**config.mk**
```make
export PLATFORM = sky130hd
export DESIGN_NAME = sd_spi_sclk_gen
export DESIGN_NICKNAME = d
export VERILOG_FILES = /design/src/rtl/sd_spi_sclk_gen.sv
export SDC_FILE = /design/constraint.sdc
export NUM_CORES = 1
export LEC_CHECK = 0
export ABC_AREA = 1
export CAP_MARGIN = 30
export CORE_MARGIN = 2
export CORE_UTILIZATION = 25
export CTS_CLUSTER_DIAMETER = 150
export DETAILED_ROUTE_END_ITERATION = 8
export GPL_ROUTABILITY_DRIVEN = 0
export GPL_TIMING_DRIVEN = 0
export MAX_ROUTING_LAYER = met4
export PLACE_DENSITY = 0.49
export SLEW_MARGIN = 15
export SYNTH_ARGS = -nofsm -noshare
export SYNTH_HDL_FRONTEND = slang
export SYNTH_SLANG_ARGS = --single-unit
export TNS_END_PERCENT = 1
```
**constraint.sdc**
```tcl
create_clock -name clk210_p -period 5.3 [get_ports clk210_p]
set_input_delay 1.06 -clock clk210_p [delete_from_list [all_inputs] [get_ports clk210_p]]
set_output_delay 1.06 -clock clk210_p [all_outputs]
set_load 0.1 [all_outputs]
```
**src/rtl/sd_spi_sclk_gen.sv**
```systemverilog
// SPI SCLK generator for the SD card interface.
// Produces the SCLK waveform plus single-cycle leading/trailing edge strobes
// for the byte-transfer engine. Two runtime-programmable dividers (init and
// normal) are held here. The divider in effect and the run/stop decision are
// only re-evaluated with SCLK at its idle level, so no phase is ever shortened.
module sd_spi_sclk_gen #(
   parameter int unsigned CNT_W              = 16,
   parameter int unsigned INIT_DIV_DEFAULT   = 262,
   parameter int unsigned NORMAL_DIV_DEFAULT = 2,
   parameter bit          CPOL               = 1'b0,
   parameter int unsigned CYC_W              = 8
) (
   input  logic             clk210_p,
   input  logic             reset_p,
   input  logic             enable_p,
   input  logic             mode_sel_p,
   input  logic             div_load_p,
   input  logic             div_target_p,
   input  logic [CNT_W-1:0] div_value_p,
   output logic             sclk_p,
   output logic             lead_tick_p,
   output logic             trail_tick_p,
   output logic             busy_p,
   output logic             mode_active_p,
   output logic [CYC_W-1:0] cycle_cnt_p
);

   typedef enum logic {
      ST_IDLE = 1'b0,
      ST_RUN  = 1'b1
   } state_t;

   localparam logic [CNT_W-1:0] INIT_RST = CNT_W'(INIT_DIV_DEFAULT);
   localparam logic [CNT_W-1:0] NORM_RST = CNT_W'(NORMAL_DIV_DEFAULT);
   localparam logic [CNT_W-1:0] DIV_MIN  = CNT_W'(1);

   state_t           r_state;
   state_t           w_state_nxt;

   logic [CNT_W-1:0] r_init_div;
   logic [CNT_W-1:0] r_norm_div;
   logic [CNT_W-1:0] r_active_div;
   logic [CNT_W-1:0] r_cnt;
   logic             r_sclk;
   logic             r_lead;
   logic             r_trail;
   logic             r_busy;
   logic             r_mode;
   logic [CYC_W-1:0] r_cyc;

   logic [CNT_W-1:0] w_load_val;
   logic [CNT_W-1:0] w_sel_div;
   logic             w_hit;
   logic             w_lead_edge;
   logic             w_trail_edge;
   logic             w_start;
   logic             w_latch;

   // Clamp loaded divider values and pick the divider for the next latch point,
   // forwarding a load that lands in the same cycle as the latch.
   always_comb begin
      w_load_val = (div_value_p == '0) ? DIV_MIN : div_value_p;
      w_sel_div  = mode_sel_p ? r_norm_div : r_init_div;
      if (div_load_p && (div_target_p == mode_sel_p)) begin
         w_sel_div = w_load_val;
      end
   end

   // Half-period expiry and the SCLK edge it produces on the next clock.
   always_comb begin
      w_hit        = (r_state == ST_RUN) && (r_cnt == r_active_div);
      w_lead_edge  = w_hit && (r_sclk == CPOL);
      w_trail_edge = w_hit && (r_sclk != CPOL);
      w_start      = (r_state == ST_IDLE) && enable_p;
      w_latch      = w_start || w_trail_edge;
   end

   // Next-state logic: enable is only honoured at idle-level boundaries.
   always_comb begin
      w_state_nxt = r_state;
      case (r_state)
         ST_IDLE: begin
            if (enable_p) begin
               w_state_nxt = ST_RUN;
            end
         end
         ST_RUN: begin
            if (w_trail_edge && !enable_p) begin
               w_state_nxt = ST_IDLE;
            end
         end
         default: w_state_nxt = ST_IDLE;
      endcase
   end

   // State register and busy flag, which mirrors the RUN state.
   always_ff @(posedge clk210_p or posedge reset_p) begin
      if (reset_p) begin
         r_state <= ST_IDLE;
         r_busy  <= 1'b0;
      end else begin
         r_state <= w_state_nxt;
         r_busy  <= (w_state_nxt == ST_RUN);
      end
   end

   // Programmable divider registers; zero is stored as one.
   always_ff @(posedge clk210_p or posedge reset_p) begin
      if (reset_p) begin
         r_init_div <= INIT_RST;
         r_norm_div <= NORM_RST;
      end else if (div_load_p) begin
         if (div_target_p) begin
            r_norm_div <= w_load_val;
         end else begin
            r_init_div <= w_load_val;
         end
      end
   end

   // Divider and mode in effect, updated only at latch points.
   always_ff @(posedge clk210_p or posedge reset_p) begin
      if (reset_p) begin
         r_active_div <= INIT_RST;
         r_mode       <= 1'b0;
      end else if (w_latch) begin
         r_active_div <= w_sel_div;
         r_mode       <= mode_sel_p;
      end
   end

   // Half-period counter: runs in RUN, wraps on expiry, held at zero in IDLE.
   always_ff @(posedge clk210_p or posedge reset_p) begin
      if (reset_p) begin
         r_cnt <= '0;
      end else if (r_state == ST_RUN) begin
         if (w_hit) begin
            r_cnt <= '0;
         end else begin
            r_cnt <= r_cnt + 1'b1;
         end
      end else begin
         r_cnt <= '0;
      end
   end

   // SCLK flop: toggles on half-period expiry, parked at idle level in IDLE.
   always_ff @(posedge clk210_p or posedge reset_p) begin
      if (reset_p) begin
         r_sclk <= CPOL;
      end else if (r_state == ST_IDLE) begin
         r_sclk <= CPOL;
      end else if (w_hit) begin
         r_sclk <= ~r_sclk;
      end
   end

   // Edge strobes, registered so they coincide with the new SCLK level.
   always_ff @(posedge clk210_p or posedge reset_p) begin
      if (reset_p) begin
         r_lead  <= 1'b0;
         r_trail <= 1'b0;
      end else begin
         r_lead  <= w_lead_edge;
         r_trail <= w_trail_edge;
      end
   end

   // Completed-cycle counter: cleared on leaving IDLE, saturates at all-ones.
   always_ff @(posedge clk210_p or posedge reset_p) begin
      if (reset_p) begin
         r_cyc <= '0;
      end else if (w_start) begin
         r_cyc <= '0;
      end else if (w_trail_edge && (r_cyc != '1)) begin
         r_cyc <= r_cyc + 1'b1;
      end
   end

   assign sclk_p        = r_sclk;
   assign lead_tick_p   = r_lead;
   assign trail_tick_p  = r_trail;
   assign busy_p        = r_busy;
   assign mode_active_p = r_mode;
   assign cycle_cnt_p   = r_cyc;

endmodule

```
======== Yosys cells after proc, flatten, opt, wreduce, memory -nomap -nowiden ========
Index checks and enable logic that the tools add are counted.
word-level totals
  output and inout port bits .............. 13
  word-level logic and storage cells ...... 44
  bits of input ports ..................... 22
  flip-flop bits (word level) ............. 77
operators by class
  add/subtract/negate cells ............... 2
  reduce and logical (&&, ||, !) cells .... 13
  multiplexer cells ....................... 12
  bitwise gates (word level) .............. 3
  eq/ne operators ......................... 4
operators by type and width
  operator                                                         count
  16-bit 2-to-1 mux                                                5
  16-bit by 1-bit adder with 16-bit output, second input constant  1
  16-bit equality test                                             1
  16-bit zero test                                                 1
  8-bit 2-to-1 mux                                                 2
  8-bit by 1-bit adder with 8-bit output, second input constant    1
  8-bit != test, second input constant                             1
  1-bit logical AND                                                7
  1-bit 2-to-1 mux                                                 4
  2-bit AND reduction                                              2
  1-bit NOT                                                        3
  2-bit by 1-bit != test with 1-bit output, second input constant  1
  1-bit case mux with 2 select lines                               1
  2-bit nonzero test                                               1
  1-bit equality test                                              1
  1-bit zero test                                                  1
  1-bit logical OR                                                 1

======== Longest topological paths before layout ========
  depth in word-level cells ............... 6
  gate-level depth with buffers ........... 12
  gate-level depth less buffers ........... 11

======== Least setup slack after synthesis ========
OpenSTA, ideal clock, no wires.
  kind .................................... register to register
  start ................................... reg r_cyc[0] (netlist: cycle_cnt_p[0])
  end ..................................... reg r_cyc[4] (netlist: cycle_cnt_p[4])
  data required time ...................... 5233 ps
  setup time .............................. 67 ps
  data arrival time ....................... 2259 ps
  path slack .............................. 2973 ps
  period minus slack after synthesis ...... 2327 ps
  stages on the path, launching flop included .. 10
  path buffers ............................ 0
  cells stage by stage .................... dfrtp_1 > ha_1 > nand2_1 > nor2_1 > nand3_1 > nor2_1 > nand3_2 > nand2_2 > nand2_1 > nand2_1
between the ends
  cells in the longest elaborated chain, start to end .. 3
  elaborated cells on any way between the ends .. 6
  classes of those cells .................. add/sub (1); eq/ne (1); mux (2); reduce/logical (2)
ends and longest elaborated chain
  what                                                                            line      text
  from (decl)                                                                     49        logic [CYC_W-1:0] r_cyc;
  from (signal assigned)                                                          176       r_cyc <= r_cyc + 1'b1;
  8-bit by 1-bit adder with 8-bit output / 8-bit != test (equally long branches)  176, 175
  8-bit 2-to-1 mux / 1-bit logical AND (equally long branches)                    175       end else if (w_trail_edge && (r_cyc != '1)) begin
  8-bit 2-to-1 mux / 2-bit nonzero test (equally long branches)                   -
Several ways; a longest one is shown, not always the timed one. The select of a mux whose other input is x is not followed.
A chain may end at the register's enable or synchronous reset.

======== Worst setup path after layout ========
  start ................................... reg r_cyc[4] (netlist: cycle_cnt_p[4])
  end ..................................... out cycle_cnt_p[4]
RTL lines
  what       line  text
  to (decl)  25    output logic [CYC_W-1:0] cycle_cnt_p
No word-level cell between the ends.

==> impl_metrics.json <==
{
  "relSlewSlack_pct": 35.1,
  "status": "complete, no violations",
  "area_growth_pct": 23.3,
  "grt_pass1_wl_mm": 16.3,
  "drv_slew": 0,
  "cpMaxStageDelayCell": "clkdlybuf4s50_1",
  "p_per_area_mw_per_mm2": 358,
  "synth_cells": 526,
  "clock_latency_ns": 0.34,
  "setup_tns_ns": 0,
  "critPathMaxFanout": 6,
  "worst-endpoint-required_ns": 4.24,
  "netSwitchingPower_mw": 0.585,
  "cts_resized": 0,
  "cts_hold_buffers": 0,
  "min_period_ns": 3.02,
  "mostFrequentLayoutCells": "nand2_1, inv_1, dfrtp_1, nor2_1, o21ai_0",
  "hold_path.class": "register to register",
  "yosysSeqAreaShare_pct": 49.4,
  "antenna_found_initial": 0,
  "vias": 3399,
  "avgSynthCellArea_um2": 7.45,
  "p_comb_share_pct": 23.0,
  "wire_per_inst_um": 12.3,
  "cts_sinks": 77,
  "grt-ovfl-total": 0,
  "max-cap-violations": 0,
  "hold_violations": 0,
  "cts_inserted_buffers": 9,
  "crit_family": "buffers and inverters",
  "seqPwrFrac_pct": 43.5,
  "ios": 35,
  "post-place-ws_ns": 2.29,
  "syn-num-nets": 550,
  "grt_use_total_pct": 12.8,
  "tritoncts": "done",
  "worst_slack_ns": 2.28,
  "grt_pass1_vias": 3211,
  "finalClockSkew_ns": 0.00721,
  "clk_pin_slew_worst_paths_ns": 0.06,
  "drc": 0,
  "swShare_pct": 33.8,
  "cts_setup_buffers": 0,
  "first_pass_iters": 5,
  "dp_hpwl_mm": 6.94,
  "drtIter0Drc": 181,
  "ys_warn_count": 0,
  "placedCellCount": 772,
  "finalWirelength_mm": 9.69,
  "pwr-share-clk_pct": 33.5,
  "root_buffer": "clkbuf_16",
  "use_met1_pct": 17.1,
  "die_h_um": 129,
  "critPathKind": "register to output pin",
  "startpoint": "cycle_cnt_p[4]",
  "post-route-util_pct": 31.7,
  "worstReg2RegStart": "busy_p",
  "dieArea_mm2": 0.0167,
  "fp-row-count": 45,
  "grt_max_degree": 57,
  "worstSetupStartpointType": "register",
  "htreeDepth": 3,
  "fin_crit_sh_pct": 56.9,
  "rsz0062_at_grt": "false",
  "holdPathEnd": "r_init_div[14]",
  "cp.arrival_ns": 1.96,
  "reg2reg_depth": 6,
  "io_buffers": 34,
  "max_stage_delay_ns": 1.17,
  "nets": 596,
  "drtAntennaViolNets": 0,
  "grt_util_met3_pct": 1.98,
  "die_x_um": 129,
  "hold_depth": 2,
  "setup_viol": 0,
  "reg2reg_to": "cycle_cnt_p[3]",
  "internal-power_mw": 1.15,
  "p_leak_nw": 2.32,
  "max_freq_ghz": 0.331,
  "r2r_slack_ns": 3.46,
  "worst_pin_slew_ns": 0.970,
  "fin_cells": 788,
  "critPathBufInv": 1,
  "synth_cell_types": 30,
  "drive_above_1_share_pct": 6.93,
  "layout_commonest_cell": "nand2_1",
  "crit_chain": "clkdlybuf4s50_1",
  "core_mm2": 0.0153,
  "endpoint_kind": "output pin",
  "synth-seq-cells": 77,
  "n_antenna_cell": 0,
  "p_total_mw": 1.73,
  "via_per_inst": 4.31,
  "cts.path.max_buffers": 2,
  "min-delay-start": "r_init_div[14]",
  "grt_use_met2_pct": 19.4,
  "top_usage_layer": "met2",
  "start_util_pct": 25.7,
  "synth_area_mm2": 0.00392,
  "ir_drop_v": 0.000134
}
## cell usage after synthesis
| cell type | instances | share of area (%) |
|---|---|---|
| a21oi_1 | 2 | 0.26 |
| a31oi_1 | 15 | 2.4 |
| buf_2 | 4 | 0.51 |
| buf_4 | 1 | 0.19 |
| buf_6 | 3 | 0.86 |
| clkbuf_1 | 9 | 0.86 |
| dfrtp_1 | 70 | 45 |
| dfstp_2 | 7 | 4.7 |
| ha_1 | 2 | 0.64 |
| inv_1 | 74 | 7.1 |
| inv_2 | 1 | 0.096 |
| nand2_1 | 176 | 17 |
| nand2_2 | 1 | 0.16 |
| nand2_4 | 1 | 0.29 |
| nand3_1 | 22 | 2.8 |
| nand3_2 | 2 | 0.51 |
| nand4_1 | 9 | 1.4 |
| nor2_1 | 53 | 5.1 |
| nor2_2 | 1 | 0.16 |
| nor2_4 | 1 | 0.29 |
| nor3_1 | 2 | 0.26 |
| nor3b_1 | 3 | 0.57 |
| nor4_1 | 1 | 0.16 |
| o211ai_1 | 2 | 0.38 |
| o21ai_0 | 50 | 6.4 |
| o21ai_1 | 7 | 0.89 |
| o21bai_1 | 1 | 0.19 |
| or2_2 | 1 | 0.16 |
| xnor2_1 | 1 | 0.22 |
| xor2_1 | 4 | 0.89 |
## final cells by class
type | count | area, um^2
Fill cell | 1641 | 10400
Sequential cell | 77 | 1940
Multi-Input combinational cell | 357 | 1610
Timing Repair Buffer | 35 | 368
Inverter | 75 | 284
Tap cell | 211 | 264
Clock buffer | 11 | 243
Buffer | 17 | 95.1
Clock inverter | 5 | 36.3
## worst max path at each step
stage                            to  slack [ns]  depth (start not counted)
floorplan                    busy_p        2.28                          1
finish               cycle_cnt_p[4]        2.28                          1
CTS                  cycle_cnt_p[4]        2.27                          1
global route         cycle_cnt_p[6]        2.24                          1
detailed placement  r_active_div[5]        2.29                         10
global placement           r_cnt[1]        0.91                          2
## kinds of logic (layout without fill, tap and decap cells)
kind of cell | after synthesis | count (layout) | share of synthesized area [%]
AOI/OAI and AO/OA | 77 | 77 | 10.5
xor gates and xnor gates | 5 | 5 | 1.12
DFF | 77 | 77 | 49.4
adders and majority gates | 2 | 2 | 0.638
and+or+nand+nor | 273 | 273 | 28.7
buffers and inverters | 92 | 143 | 9.61
## power by group through the flow
stage	Combinational, mW	Clock [mW]	Sequential (mW)
3_3_place_gp	0.393	0	0.761
3_5_place_dp	0.401	0	0.762
4_1_cts	0.402	0.587	0.753
2_1_floorplan	0.237	0	0.810
6_report	0.399	0.580	0.753
5_1_grt	0.460	0.622	0.768
## flip-flops by register name, summed over array words and instances, names as in the netlist
| name | cells |
|---|---|
| lead_tick_p | 1 |
| trail_tick_p | 1 |
| r_init_div | 16 |
| sclk_p | 1 |
| cycle_cnt_p | 8 |
| r_norm_div | 16 |
| r_active_div | 16 |
| r_cnt | 16 |
| busy_p | 1 |
| mode_active_p | 1 |
## through the flow
step                hold WS (ns)  cell area, um^2
floorplan                  0.453             3920
global placement           0.466             4520
detailed placement         0.474             4550
CTS                        0.488             4830
global route               0.511             4830
finish                     0.484             4830
## metal layers
metal / share of wire [%] / vias up
li1: - / 1747
met1: 49 / 1577
met2: 46 / 65
met3: 3.7 / 10
met4: 1.7 / 0
met5: 0 / -
No activity file was read; power rests on OpenSTA's default activity.
